File: config.mk
export PLATFORM = sky130hd
export DESIGN_NAME = iter_divider_flat
export DESIGN_NICKNAME = d
export VERILOG_FILES = /design/src/rtl/div_pkg.sv /design/src/rtl/div_if.sv /design/src/rtl/div_step.sv /design/src/rtl/iter_divider.sv /design/src/flat_wrapper.sv
export SDC_FILE = /design/constraint.sdc
export NUM_CORES = 1
export LEC_CHECK = 0
export ABC_AREA = 1
export CORE_AREA = 3 3 165 167
export DETAILED_ROUTE_END_ITERATION = 10
export DIE_AREA = 0 0 168 170
export HOLD_SLACK_MARGIN = 0.12
export PLACE_DENSITY = 0.77
export RECOVER_POWER = 25
export SLEW_MARGIN = 20
export SYNTH_ARGS = -nofsm -noshare
export SYNTH_HDL_FRONTEND = slang
export SYNTH_HIERARCHICAL = 1
export SYNTH_SLANG_ARGS = --single-unit
File: constraint.sdc
create_clock -name i_clk -period 15.1 [get_ports i_clk]
set_input_delay 4.53 -clock i_clk [delete_from_list [all_inputs] [get_ports i_clk]]
set_output_delay 4.53 -clock i_clk [all_outputs]
set_load 0.02 [all_outputs]
File: src/rtl/div_pkg.sv
// Shared types, constants and helpers for the iterative restoring divider.
// State encoding, default widths and a conditional two's-complement negate.
package div_pkg;

    typedef enum logic [1:0] {
        S_IDLE = 2'd0,
        S_CALC = 2'd1,
        S_FIX  = 2'd2,
        S_DONE = 2'd3
    } state_t;

    localparam int DEF_WIDTH = 32;
    localparam int DEF_TAG_W = 5;
    localparam int MAX_W     = 64;

    // Callers zero-extend into MAX_W and truncate the result back to their width.
    function automatic logic [MAX_W-1:0] cond_neg(input logic [MAX_W-1:0] v, input logic neg);
        return neg ? (~v + MAX_W'(1)) : v;
    endfunction

endpackage

File: src/rtl/div_if.sv
// Request/response handshake bundle between the EXE stage and the divider.
// The requester uses the master modport, the divider the slave modport.
interface div_if import div_pkg::*; #(
    parameter int WIDTH = DEF_WIDTH,
    parameter int TAG_W = DEF_TAG_W
) ();

    logic             in_valid;
    logic             in_ready;
    logic             in_signed;
    logic [WIDTH-1:0] in_dividend;
    logic [WIDTH-1:0] in_divisor;
    logic [TAG_W-1:0] in_tag;
    logic             out_valid;
    logic             out_ready;
    logic [WIDTH-1:0] out_quotient;
    logic [WIDTH-1:0] out_remainder;
    logic [TAG_W-1:0] out_tag;
    logic             out_div_zero;

    modport master (
        output in_valid, in_signed, in_dividend, in_divisor, in_tag, out_ready,
        input  in_ready, out_valid, out_quotient, out_remainder, out_tag, out_div_zero
    );

    modport slave (
        input  in_valid, in_signed, in_dividend, in_divisor, in_tag, out_ready,
        output in_ready, out_valid, out_quotient, out_remainder, out_tag, out_div_zero
    );

endinterface

File: src/rtl/div_step.sv
// One combinational radix-2 restoring step: shift in a dividend bit and
// subtract the divisor when the shifted partial remainder is large enough.
module div_step import div_pkg::*; #(
    parameter int WIDTH = DEF_WIDTH
) (
    input  logic [WIDTH-1:0] i_rem,
    input  logic             i_dvd_bit,
    input  logic [WIDTH-1:0] i_divisor,
    output logic [WIDTH-1:0] o_rem,
    output logic             o_q_bit
);

    logic [WIDTH:0]          w_shifted;
    logic signed [WIDTH+1:0] w_trial;

    assign w_shifted = {i_rem, i_dvd_bit};
    // Extra top bit acts as the borrow: negative trial means restore.
    assign w_trial   = $signed({1'b0, w_shifted}) - $signed({2'b00, i_divisor});
    assign o_q_bit   = ~w_trial[WIDTH+1];
    assign o_rem     = WIDTH'(o_q_bit ? w_trial : $signed({1'b0, w_shifted}));

endmodule

File: src/rtl/iter_divider.sv
// Multi-cycle signed/unsigned restoring divider with valid/ready handshake,
// flush, pass-through tag and a one-cycle divide-by-zero early-out.
module iter_divider import div_pkg::*; #(
    parameter int WIDTH = DEF_WIDTH,
    parameter int TAG_W = DEF_TAG_W
) (
    input  logic  i_clk,
    input  logic  i_rst,
    input  logic  i_flush,
    output logic  o_busy,
    div_if.slave  bus
);

    localparam int CNT_W = $clog2(WIDTH);

    state_t           r_state;
    logic [CNT_W-1:0] r_cnt;
    logic [WIDTH-1:0] r_rem;
    logic [WIDTH-1:0] r_quo;
    logic [WIDTH-1:0] r_dvsr;
    logic             r_qneg;
    logic             r_rneg;
    logic             r_dz;
    logic [TAG_W-1:0] r_tag;
    logic [WIDTH-1:0] r_out_q;
    logic [WIDTH-1:0] r_out_r;
    logic [TAG_W-1:0] r_out_tag;
    logic             r_out_dz;
    logic             r_out_valid;

    logic             w_accept;
    logic             w_dvd_neg;
    logic             w_dvs_neg;
    logic             w_dz;
    logic [WIDTH-1:0] w_rem_nxt;
    logic             w_q_bit;

    assign bus.in_ready = ((r_state == S_IDLE) | ((r_state == S_DONE) & bus.out_ready)) & ~i_flush;
    assign w_accept     = bus.in_valid & bus.in_ready;
    assign w_dvd_neg    = bus.in_signed & bus.in_dividend[WIDTH-1];
    assign w_dvs_neg    = bus.in_signed & bus.in_divisor[WIDTH-1];
    assign w_dz         = (bus.in_divisor == '0);

    div_step #(.WIDTH(WIDTH)) u_step (
        .i_rem     (r_rem),
        .i_dvd_bit (r_quo[WIDTH-1]),
        .i_divisor (r_dvsr),
        .o_rem     (w_rem_nxt),
        .o_q_bit   (w_q_bit)
    );

    always_ff @(posedge i_clk or posedge i_rst) begin
        if (i_rst) begin
            r_state     <= S_IDLE;
            r_cnt       <= '0;
            r_rem       <= '0;
            r_quo       <= '0;
            r_dvsr      <= '0;
            r_qneg      <= 1'b0;
            r_rneg      <= 1'b0;
            r_dz        <= 1'b0;
            r_tag       <= '0;
            r_out_q     <= '0;
            r_out_r     <= '0;
            r_out_tag   <= '0;
            r_out_dz    <= 1'b0;
            r_out_valid <= 1'b0;
        end else if (i_flush && r_state != S_IDLE) begin
            r_state     <= S_IDLE;
            r_out_valid <= 1'b0;
        end else if (w_accept) begin
            // On divide-by-zero the raw dividend is kept for the remainder output.
            r_quo       <= w_dz ? bus.in_dividend
                                : WIDTH'(cond_neg(MAX_W'(bus.in_dividend), w_dvd_neg));
            r_dvsr      <= WIDTH'(cond_neg(MAX_W'(bus.in_divisor), w_dvs_neg));
            r_qneg      <= w_dvd_neg ^ w_dvs_neg;
            r_rneg      <= w_dvd_neg;
            r_dz        <= w_dz;
            r_tag       <= bus.in_tag;
            r_rem       <= '0;
            r_cnt       <= CNT_W'(WIDTH - 1);
            r_out_valid <= 1'b0;
            r_state     <= w_dz ? S_FIX : S_CALC;
        end else begin
            case (r_state)
                S_CALC: begin
                    r_rem <= w_rem_nxt;
                    r_quo <= {r_quo[WIDTH-2:0], w_q_bit};
                    r_cnt <= r_cnt - 1'b1;
                    if (r_cnt == '0) r_state <= S_FIX;
                end
                S_FIX: begin
                    r_out_q     <= r_dz ? '1 : WIDTH'(cond_neg(MAX_W'(r_quo), r_qneg));
                    r_out_r     <= r_dz ? r_quo : WIDTH'(cond_neg(MAX_W'(r_rem), r_rneg));
                    r_out_tag   <= r_tag;
                    r_out_dz    <= r_dz;
                    r_out_valid <= 1'b1;
                    r_state     <= S_DONE;
                end
                S_DONE: begin
                    if (bus.out_ready) begin
                        r_out_valid <= 1'b0;
                        r_state     <= S_IDLE;
                    end
                end
                default: ;
            endcase
        end
    end

    assign o_busy            = (r_state != S_IDLE);
    assign bus.out_valid     = r_out_valid;
    assign bus.out_quotient  = r_out_q;
    assign bus.out_remainder = r_out_r;
    assign bus.out_tag       = r_out_tag;
    assign bus.out_div_zero  = r_out_dz;

endmodule

File: src/flat_wrapper.sv
// flat-port wrapper written by rule: the top's interface ports become plain ports
module iter_divider_flat import div_pkg::*;
#(
    parameter int WIDTH = DEF_WIDTH,
    parameter int TAG_W = DEF_TAG_W
)
  (i_clk, i_rst, i_flush, o_busy, bus_in_valid, bus_in_signed, bus_in_dividend, bus_in_divisor, bus_in_tag, bus_out_ready, bus_in_ready, bus_out_valid, bus_out_quotient, bus_out_remainder, bus_out_tag, bus_out_div_zero);
  div_if #(.WIDTH(WIDTH), .TAG_W(TAG_W)) bus_i ();
  input  logic i_clk;
  input  logic i_rst;
  input  logic i_flush;
  output logic o_busy;
  input wire logic [$bits(bus_i.in_valid)-1:0] bus_in_valid;
  input wire logic [$bits(bus_i.in_signed)-1:0] bus_in_signed;
  input wire logic [$bits(bus_i.in_dividend)-1:0] bus_in_dividend;
  input wire logic [$bits(bus_i.in_divisor)-1:0] bus_in_divisor;
  input wire logic [$bits(bus_i.in_tag)-1:0] bus_in_tag;
  input wire logic [$bits(bus_i.out_ready)-1:0] bus_out_ready;
  output wire logic [$bits(bus_i.in_ready)-1:0] bus_in_ready;
  output wire logic [$bits(bus_i.out_valid)-1:0] bus_out_valid;
  output wire logic [$bits(bus_i.out_quotient)-1:0] bus_out_quotient;
  output wire logic [$bits(bus_i.out_remainder)-1:0] bus_out_remainder;
  output wire logic [$bits(bus_i.out_tag)-1:0] bus_out_tag;
  output wire logic [$bits(bus_i.out_div_zero)-1:0] bus_out_div_zero;
  assign bus_i.in_valid = bus_in_valid;
  assign bus_i.in_signed = bus_in_signed;
  assign bus_i.in_dividend = bus_in_dividend;
  assign bus_i.in_divisor = bus_in_divisor;
  assign bus_i.in_tag = bus_in_tag;
  assign bus_i.out_ready = bus_out_ready;
  assign bus_in_ready = bus_i.in_ready;
  assign bus_out_valid = bus_i.out_valid;
  assign bus_out_quotient = bus_i.out_quotient;
  assign bus_out_remainder = bus_i.out_remainder;
  assign bus_out_tag = bus_i.out_tag;
  assign bus_out_div_zero = bus_i.out_div_zero;
  iter_divider #(.WIDTH(WIDTH), .TAG_W(TAG_W)) u_core (.i_clk(i_clk), .i_rst(i_rst), .i_flush(i_flush), .o_busy(o_busy), .bus(bus_i));
endmodule
==> impl_metrics.tcl, run 1 <==
set metrics [dict create \
    critical-path-max-stage-delay_ps 610 \
    powerDensity_nw_per_um2 206 \
    path_class "primary input to output pin" \
    clock_path_buffers 2 \
    nNetsFinal 2424 \
    finalMaxSlewViolations 276 \
    cts_sinks 182 \
    crit_required_ps 10570 \
    synth-main-ff-cell "dfrtp_1" \
    initial_core_util_pct 54.6 \
    synthesis.area_um2 14100 \
    finalSetupTns_ps 0 \
    vias 14800 \
    ys_types 51 \
    grt_usage_pct 30.9 \
    dp_hpwl_um 34500 \
    ant_nets 0 \
    grt_pass1_vias 13600 \
    grt_pass1_wl_um 71200 \
    skew_ps 20.3 \
    vias_per_cell 5.58 \
    wl_um 44600 \
    drive_gt1_share_pct 4.05 \
    drtPass1Iterations 6 \
    worstPathCellList "clkdlybuf4s50_1 > inv_1 > o21ai_2 > inv_1 > nor2_1 > clkdlybuf4s50_1" \
    vdd_ir_drop_max_mv 0.167 \
    cts.clk_slew.worst_paths_ps 70 \
    drc 0 \
    grt_max_degree 96 \
    postCtsSetupBuffers 0 \
    yosysSeqAreaShare_pct 32.2 \
    max_freq_mhz 95.3 \
    grt_overflow 0 \
    fin_ws_ps 4600 \
    pre_cts_slack_ps 4600 \
    fill_cells 2519 \
    fp.dieW_um 168 \
    core_area_um2 25900 \
    n_antenna_cell 0 \
    post_synth.cell_area_avg_um2 6.39 \
    violations "capacitance limit, slew limit" \
    antenna_found_initial 0 \
    die_area_um2 28600 \
    ctsHoldBuffers 0 \
    cp_max_fo 2 \
    crit_buf_inv 4 \
    synth_edf_count 0 \
    syn-instance-count 2212 \
    finalSetupViolCount 0 \
    ys.warnings.count 6 \
    outcome "complete, but fails checks" \
    place.port_buffers 147 \
    die_y_um 170 \
    tightest_slew_ps 4030 \
    finalPower_mw 3.36 \
    drv_cap 4 \
    clockRootBuffer "clkbuf_16" \
    slew-limit-headroom_pct -169 \
    rsz0062_at_grt "no" \
    cts-buffers-inserted 17 \
    gp_congestion 0.969 \
    period_share_pct 69.5 \
    crit_path_end_kind "output pin" \
    cp_slowest_cell "clkdlybuf4s50_1" \
    cts_tree "done" \
    rows 59 \
    drt_iter0_drc 1517 \
    period_minus_slack_ps 10500 \
    cp_top_family "buffers and inverters" \
    pin_count 148 \
    worstHoldPathType "flip-flop to flip-flop" \
    area_delta_synth_final_pct 15.1 \
    h-tree-depth 4 \
    clkLatencyLatePin_ps 440 \
    post_cts_resized 0 \
    yosys_register_bits 182 \
    wl_per_cell_um 16.8 \
    async_flop_share_pct 100 \
    cp-start-kind "primary input" \
    syn_nets 2326 \
    cp.arrival_ps 5970 \
    p_leak_nw 8.25 \
    report.final.hold_viol_count 0 \
]
stage by stage:
| stage | util (%) | instance area (um2) | hold WS, ps | instances |
|---|---|---|---|---|
| after floorplan | - | 14100 | 442 | 2212 |
| after global placement | 60.6 | 15700 | 449 | 2626 |
| after detailed placement | 60.6 | 15700 | 465 | 2626 |
| after CTS | 62.9 | 16300 | 475 | 2658 |
| after global routing | 62.8 | 16300 | 504 | 2658 |
| final | 62.8 | 16300 | 474 | 2658 |
synth_stat cells, drive strengths merged (6+ instances only):
cell,n,share of area (%)
o22ai,12,0.53
ha,38,3.4
dfrtp,182,32
clkbuf,26,0.69
nand3b,6,0.32
or2,10,0.44
nand4,48,2.1
buf,52,2.3
o21ai,99,3.6
inv,316,8.4
o21a,10,0.53
nand2,745,20
a21oi,85,3.0
nor3,15,0.57
o31ai,10,0.53
xor2,48,3.0
nand3,247,9.2
nor2,193,5.4
a22oi,18,0.96
and2,11,0.49
o211ai,9,0.48
worst register-to-register path: stages (launching register included):
cell and delay (ps):
dfrtp_1 430, inv_1 100, nand2_2 110, o21ai_2 70, nand3_2 70, clkbuf_1 2820, inv_2 1620, nand3_1 710
nand2_1 90, nand2_1 70
placed cells by master, fill, tap and decap left out, types with 10 or more instances in the layout:
cell             synthesis  routed
dlygate4sd3_1            0      35
clkbuf_16                0      17
nand3_1                234     234
nand2_1                737     737
clkdlybuf4s50_1          0     112
o31ai_1                 10      10
o21a_1                  10      10
ha_1                    38      38
a21oi_1                 84      84
o21ai_0                 83      83
o21ai_1                 14      14
a22oi_1                 18      18
nor2_1                 178     178
nand3_2                 13      13
nor2_2                  14      13
nand4_1                 48      48
dfrtp_1                182     182
and2_1                  11      11
inv_1                  310     309
o22ai_1                 12      12
xor2_1                  48      48
nor3_1                  14      14
state kept, by name (all words and copies together) (netlist names), 2 cells and up:
| register | cells |
|---|---|
| u_core/bus.out_quotient | 32 |
| u_core/bus.out_remainder | 32 |
| u_core/bus.out_tag | 5 |
| u_core/r_cnt | 5 |
| u_core/r_dvsr | 32 |
| u_core/r_quo | 32 |
| u_core/r_rem | 32 |
| u_core/r_state | 2 |
| u_core/r_tag | 5 |
metal layers:
layer  track usage, %  part of all wire (%)  routed length [um]  up-vias
met1             45.1                    46               20300     6914
met2             48.5                    45               20000      574
li1                 -                     -                   -     7282
met4             8.11                   2.0                 910        0
met5                0                     0                   0        -
met3             4.41                   7.5                3360       58
report_power, final:
part,internal (mW),total [mW],switching [mW]
clock network,0.223,0.444,0.220
registers,0.690,0.886,0.195
logic,0.699,2.03,1.33
total,1.61,3.36,1.75
area by class of cell:
type	count	area, um2	share of cell area [%]
Multi-Input combinational cell	1635	7980	49.0
Sequential cell	182	4550	28.0
Timing Repair Buffer	157	1540	9.44
Inverter	317	1190	7.32
Clock buffer	18	429	2.64
Tap cell	335	419	2.58
Clock inverter	14	163	1.00
path summary, 6_finish.rpt:
kind | start | end | slack, ps | cells after the start
worst min-delay path | u_core/r_tag[0] | u_core/bus.out_tag[0] | 470 | 2
worst max-delay path | bus_out_ready | bus_in_ready | 4600 | 6
max in group asynchronous | i_rst | u_core/bus.out_quotient[6] | 7180 | 4
worst min register to register | u_core/r_tag[0] | u_core/bus.out_tag[0] | 470 | 2
min in group asynchronous | i_rst | u_core/r_dvsr[19] | 5400 | 2
worst max register to register | u_core/r_state[0] | u_core/r_quo[22] | 8950 | 9
cells by family (layout without fill, tap and decap cells):
family / after synthesis / in the layout / synth area share, %
buf+inv: 395 / 506 / 11.4
fa+ha+maj: 39 / 39 / 3.50
flops: 182 / 182 / 32.2
simple gates: 1278 / 1278 / 38.8
compound gates: 265 / 265 / 10.9
xor+xnor: 53 / 53 / 3.28
Note: power is estimated with default switching activity, not from simulation.
==> run 2, diff against run 1 <==
==> constraint.sdc (replaced) <==
create_clock -name i_clk -period 9.75 [get_ports i_clk]
set_input_delay 2.925 -clock i_clk [delete_from_list [all_inputs] [get_ports i_clk]]
set_output_delay 2.925 -clock i_clk [all_outputs]
set_load 0.02 [all_outputs]
==> impl_metrics.tcl, run 2 (synthesized netlist as in run 1, its figures left out) <==
set metrics [dict create \
    outcome "complete, but fails checks" \
    crit_path_end_kind "async pin" \
    cp_top_family "buffers and inverters" \
    report.final.hold_viol_count 0 \
    p_sw_share_pct 51.9 \
    path_class "primary input to async pin" \
    post_cts_resized 0 \
    drive_gt1_share_pct 4.13 \
    drc 0 \
    period_share_pct 75.3 \
    comb_power_share_pct 60.6 \
    p_int_mw 2.50 \
    ctsHoldBuffers 0 \
    grt_pass1_vias 13600 \
    vdd_ir_drop_max_mv 0.257 \
    dp.cells 2626 \
    antenna_found_initial 3 \
    rows 59 \
    powerDensity_nw_per_um2 320 \
    clockRootBuffer "clkbuf_16" \
    place.port_buffers 147 \
    core_area_um2 25900 \
    cp_max_fo 90 \
    h-tree-depth 4 \
    instances_no_fill 2657 \
    wl_per_cell_um 16.7 \
    rsz0062_at_grt "no" \
    layout.cells.most_common_list "nand2_1 (737), inv_1 (309), nand3_1 (234), dfrtp_1 (182), nor2_1 (178)" \
    worstPathCellList "dlygate4sd3_1 > clkinvlp_2 > clkbuf_1" \
    die_y_um 170 \
    die_area_um2 28600 \
    tightest_slew_ps 3870 \
    hold_slack_ps 470 \
    cp-start-kind "primary input" \
    finalMaxSlewViolations 132 \
    vias_per_cell 5.64 \
    grt_max_degree 97 \
    cts_sinks 182 \
    finalSetupViolCount 0 \
    cts-buffers-inserted 17 \
    worstHoldPathType "flip-flop to flip-flop" \
    gp_congestion 0.980 \
    p_leak_nw 8.23 \
    pin_count 148 \
    clkLatencyLatePin_ps 440 \
    skew_ps 19.1 \
    period_minus_slack_ps 7340 \
    grt_overflow 0 \
    cts.clk_slew.worst_paths_ps 70 \
    area_delta_synth_final_pct 14.9 \
    drtPass1Iterations 6 \
    clkPwrFrac_pct 12.9 \
    initial_core_util_pct 54.6 \
    postCtsSetupBuffers 0 \
    cts_tree "done" \
    power.switching_mw 2.70 \
    drt_iter0_drc 1594 \
    critical-path-max-stage-delay_ps 2150 \
    clock_path_buffers 2 \
    cp.arrival_ps 7430 \
    grt_usage_pct 30.7 \
    wl_um 44400 \
    nNetsFinal 2424 \
    fp.dieW_um 168 \
    n_antenna_cell 0 \
    grt_pass1_wl_um 71000 \
    dp_hpwl_um 34100 \
    crit_required_ps 9840 \
    violations "capacitance limit, slew limit" \
    slew-limit-headroom_pct -159 \
    pwr-share-seq_pct 26.5 \
    ant_nets 0 \
    finalSetupTns_ps 0 \
    fin_util_pct 62.7 \
    vias 15000 \
    cp_slowest_cell "clkinvlp_2" \
    max_freq_mhz 136 \
    drv_cap 2 \
    final_common_cell "nand2_1" \
    fill_cells 2474 \
    crit_buf_inv 3 \
]
## run 2: power by group through the flow
stage	combinational [mW]	sequential (mW)	clock [mW]
after floorplan	2.07	1.42	0
after global placement	3.03	1.37	0
after detailed placement	3.08	1.38	0
after CTS	3.10	1.37	0.683
after global routing	3.52	1.41	0.706
final	3.15	1.38	0.673
## run 2: worst paths after layout
check                                  start               endpoint  slack (ps)  cells after the start
min in group asynchronous              i_rst      u_core/r_dvsr[19]        4070                      2
setup reg to reg           u_core/r_state[0]        u_core/r_cnt[4]        6420                     13
setup / recovery                       i_rst       u_core/r_quo[12]        2410                      3
hold reg to reg              u_core/r_tag[3]  u_core/bus.out_tag[3]         470                      2
hold / removal               u_core/r_tag[3]  u_core/bus.out_tag[3]         470                      2
max in group i_clk             bus_out_ready           bus_in_ready        2480                      6
## run 2: layout make-up
type	instances	area, um2	share of cell area (%)
Clock buffer	17	425	2.62
Clock inverter	14	131	0.809
Inverter	317	1190	7.33
Multi-Input combinational cell	1635	7980	49.1
Sequential cell	182	4550	28.0
Tap cell	335	419	2.58
Timing Repair Buffer	157	1540	9.50
## run 2: routing by layer
layer / vias up / part of all wire, % / track usage, %
met2: 700 / 44 / 47.8
met4: 4 / 2.5 / 8.89
met1: 6939 / 44 / 44.0
li1: 7265 / - / -
met5: - / 0.052 / 0
met3: 83 / 9.2 / 5.30
## run 2: per-stage QoR
stage / power (mW) / area, um2 / setup slack, ps
after floorplan: 3.50 / 14100 / 1880
after global placement: 4.40 / 15700 / 2480
after global routing: 5.64 / 16200 / 1750
final: 5.20 / 16200 / 2410
after detailed placement: 4.46 / 15700 / 2470
after CTS: 5.16 / 16300 / 2460
## run 2: worst min-delay path: cells and delay by family, from the launching register on
kind	cells	cell delay, ps
simple gates	2	90
flops	1	340
==> run 3, diff against run 2 <==
==> constraint.sdc (replaced) <==
create_clock -name i_clk -period 6.8 [get_ports i_clk]
set_input_delay 2.04 -clock i_clk [delete_from_list [all_inputs] [get_ports i_clk]]
set_output_delay 2.04 -clock i_clk [all_outputs]
set_load 0.02 [all_outputs]
==> impl_metrics.tcl, run 3 (synthesized netlist as in run 1, its figures left out) <==
set metrics [dict create \
    multi_input_area_um2 7970 \
    finalSetupTns_ps 0 \
    wl_per_cell_um 16.8 \
    skew_ps 17.6 \
    grt_pass1_vias 13800 \
    r2r_start "u_core/r_rem[22]" \
    worstPathCellList "clkdlybuf4s50_1 > inv_1 > o21ai_2 > inv_1 > nor2_1 > clkdlybuf4s50_1" \
    drc 0 \
    finalPower_mw 7.45 \
    drtPass1Iterations 6 \
    place.port_buffers 147 \
    violations "capacitance limit, slew limit" \
    rsz0062_at_grt "no" \
    cts_tree "done" \
    path_class "primary input to output pin" \
    crit_path_end_kind "output pin" \
    cp_max_fo 2 \
    final_common_cell "nand2_1" \
    grt_pass1_wl_um 71000 \
    crit_buf_inv 4 \
    tightest_slew_ps 1850 \
    post_cts_resized 0 \
    dp_hpwl_um 34700 \
    min_from "u_core/r_tag[1]" \
    fp.dieW_um 168 \
    finalMaxSlewViolations 76 \
    postCtsSetupBuffers 0 \
    pre_cts_slack_ps 1250 \
    initial_core_util_pct 54.6 \
    wl_met3_um 3710 \
    layout.cells.most_common_list "nand2_1 (737), inv_1 (309), nand3_1 (235), dfrtp_1 (182), nor2_1 (178)" \
    cp_slowest_cell "clkdlybuf4s50_1" \
    fill_cells 2449 \
    clock_path_buffers 2 \
    report.final.hold_viol_count 0 \
    regArea_um2 4550 \
    powerDensity_nw_per_um2 458 \
    drv_cap 2 \
    vias_per_cell 5.59 \
    stdcell_area_um2 16300 \
    period_minus_slack_ps 5530 \
    vias 14900 \
    gp_congestion 0.987 \
    p_leak_nw 8.25 \
    cts_sinks 182 \
    critical-path-max-stage-delay_ps 620 \
    ctsHoldBuffers 0 \
    die_y_um 170 \
    cp_top_family "buffers and inverters" \
    clkLatencyLatePin_ps 440 \
    pin_count 148 \
    fin_util_pct 62.8 \
    met1_length_um 19800 \
    antenna_found_initial 0 \
    dr.max_layer_used "met4" \
    wl_met2_um 20100 \
    nNetsFinal 2426 \
    dp.cells 2628 \
    clockRootBuffer "clkbuf_16" \
    slew-limit-headroom_pct -24.3 \
    outcome "complete, but fails checks" \
    cts.clk_slew.worst_paths_ps 70 \
    finalSetupViolCount 0 \
    h-tree-depth 4 \
    n_antenna_cell 0 \
    grt_usage_pct 30.8 \
    area_delta_synth_final_pct 15.1 \
    wl_um 44800 \
    instances_no_fill 2660 \
    grt_overflow 0 \
    drt_iter0_drc 1648 \
    hold_slack_ps 478 \
    crit_path_start "bus_out_ready" \
    cts-buffers-inserted 17 \
    rows 59 \
    cp-start-kind "primary input" \
    fin_ws_ps 1270 \
    cp.arrival_ps 3490 \
    max_freq_mhz 181 \
    vdd_ir_drop_max_mv 0.248 \
    die_area_um2 28600 \
    grt_max_degree 110 \
    crit_required_ps 4760 \
    worstHoldPathType "flip-flop to flip-flop" \
    drive_gt1_share_pct 4.17 \
    ant_nets 0 \
    period_share_pct 81.3 \
    place_area_um2 15700 \
    core_area_um2 25900 \
]
[run 3: area by class of cell]
cell class,instances,area share [%]
clock buffer,19,2.72
multi-input combinational,1635,49.0
sequential,182,28.0
inverter,317,7.32
timing repair buffer,159,9.65
tap,335,2.58
clock inverter,13,0.769
[run 3: worst min-delay path, delay by kind of cell (launching register included)]
family,cells,cell delay [ps]
flops,1,350
simple gates,2,100
[run 3: final timing paths]
check / to / slack, ps / cells past startpoint
hold reg to reg: u_core/bus.out_tag[1] / 480 / 2
setup reg to reg: u_core/r_rem[17] / 3690 / 13
min in group asynchronous: u_core/bus.out_quotient[30] / 2500 / 2
max in group asynchronous: u_core/r_rem[19] / 1970 / 3
hold / removal: u_core/bus.out_tag[1] / 480 / 2
setup / recovery: bus_in_ready / 1270 / 6
[run 3: report_power, final]
group / leakage (nW) / internal (mW) / switching, mW / total, mW
logic: 5.69 / 1.57 / 2.92 / 4.50
registers: 2.28 / 1.53 / 0.447 / 1.98
clock network: 0.279 / 0.498 / 0.479 / 0.977
total: 8.25 / 3.60 / 3.85 / 7.45
[run 3: layer usage]
metal | GRT usage [%] | up-vias
met2 | 48.0 | 639
li1 | - | 7259
met4 | 9.53 | 0
met3 | 5.20 | 71
met5 | 0 | -
met1 | 44.2 | 6893
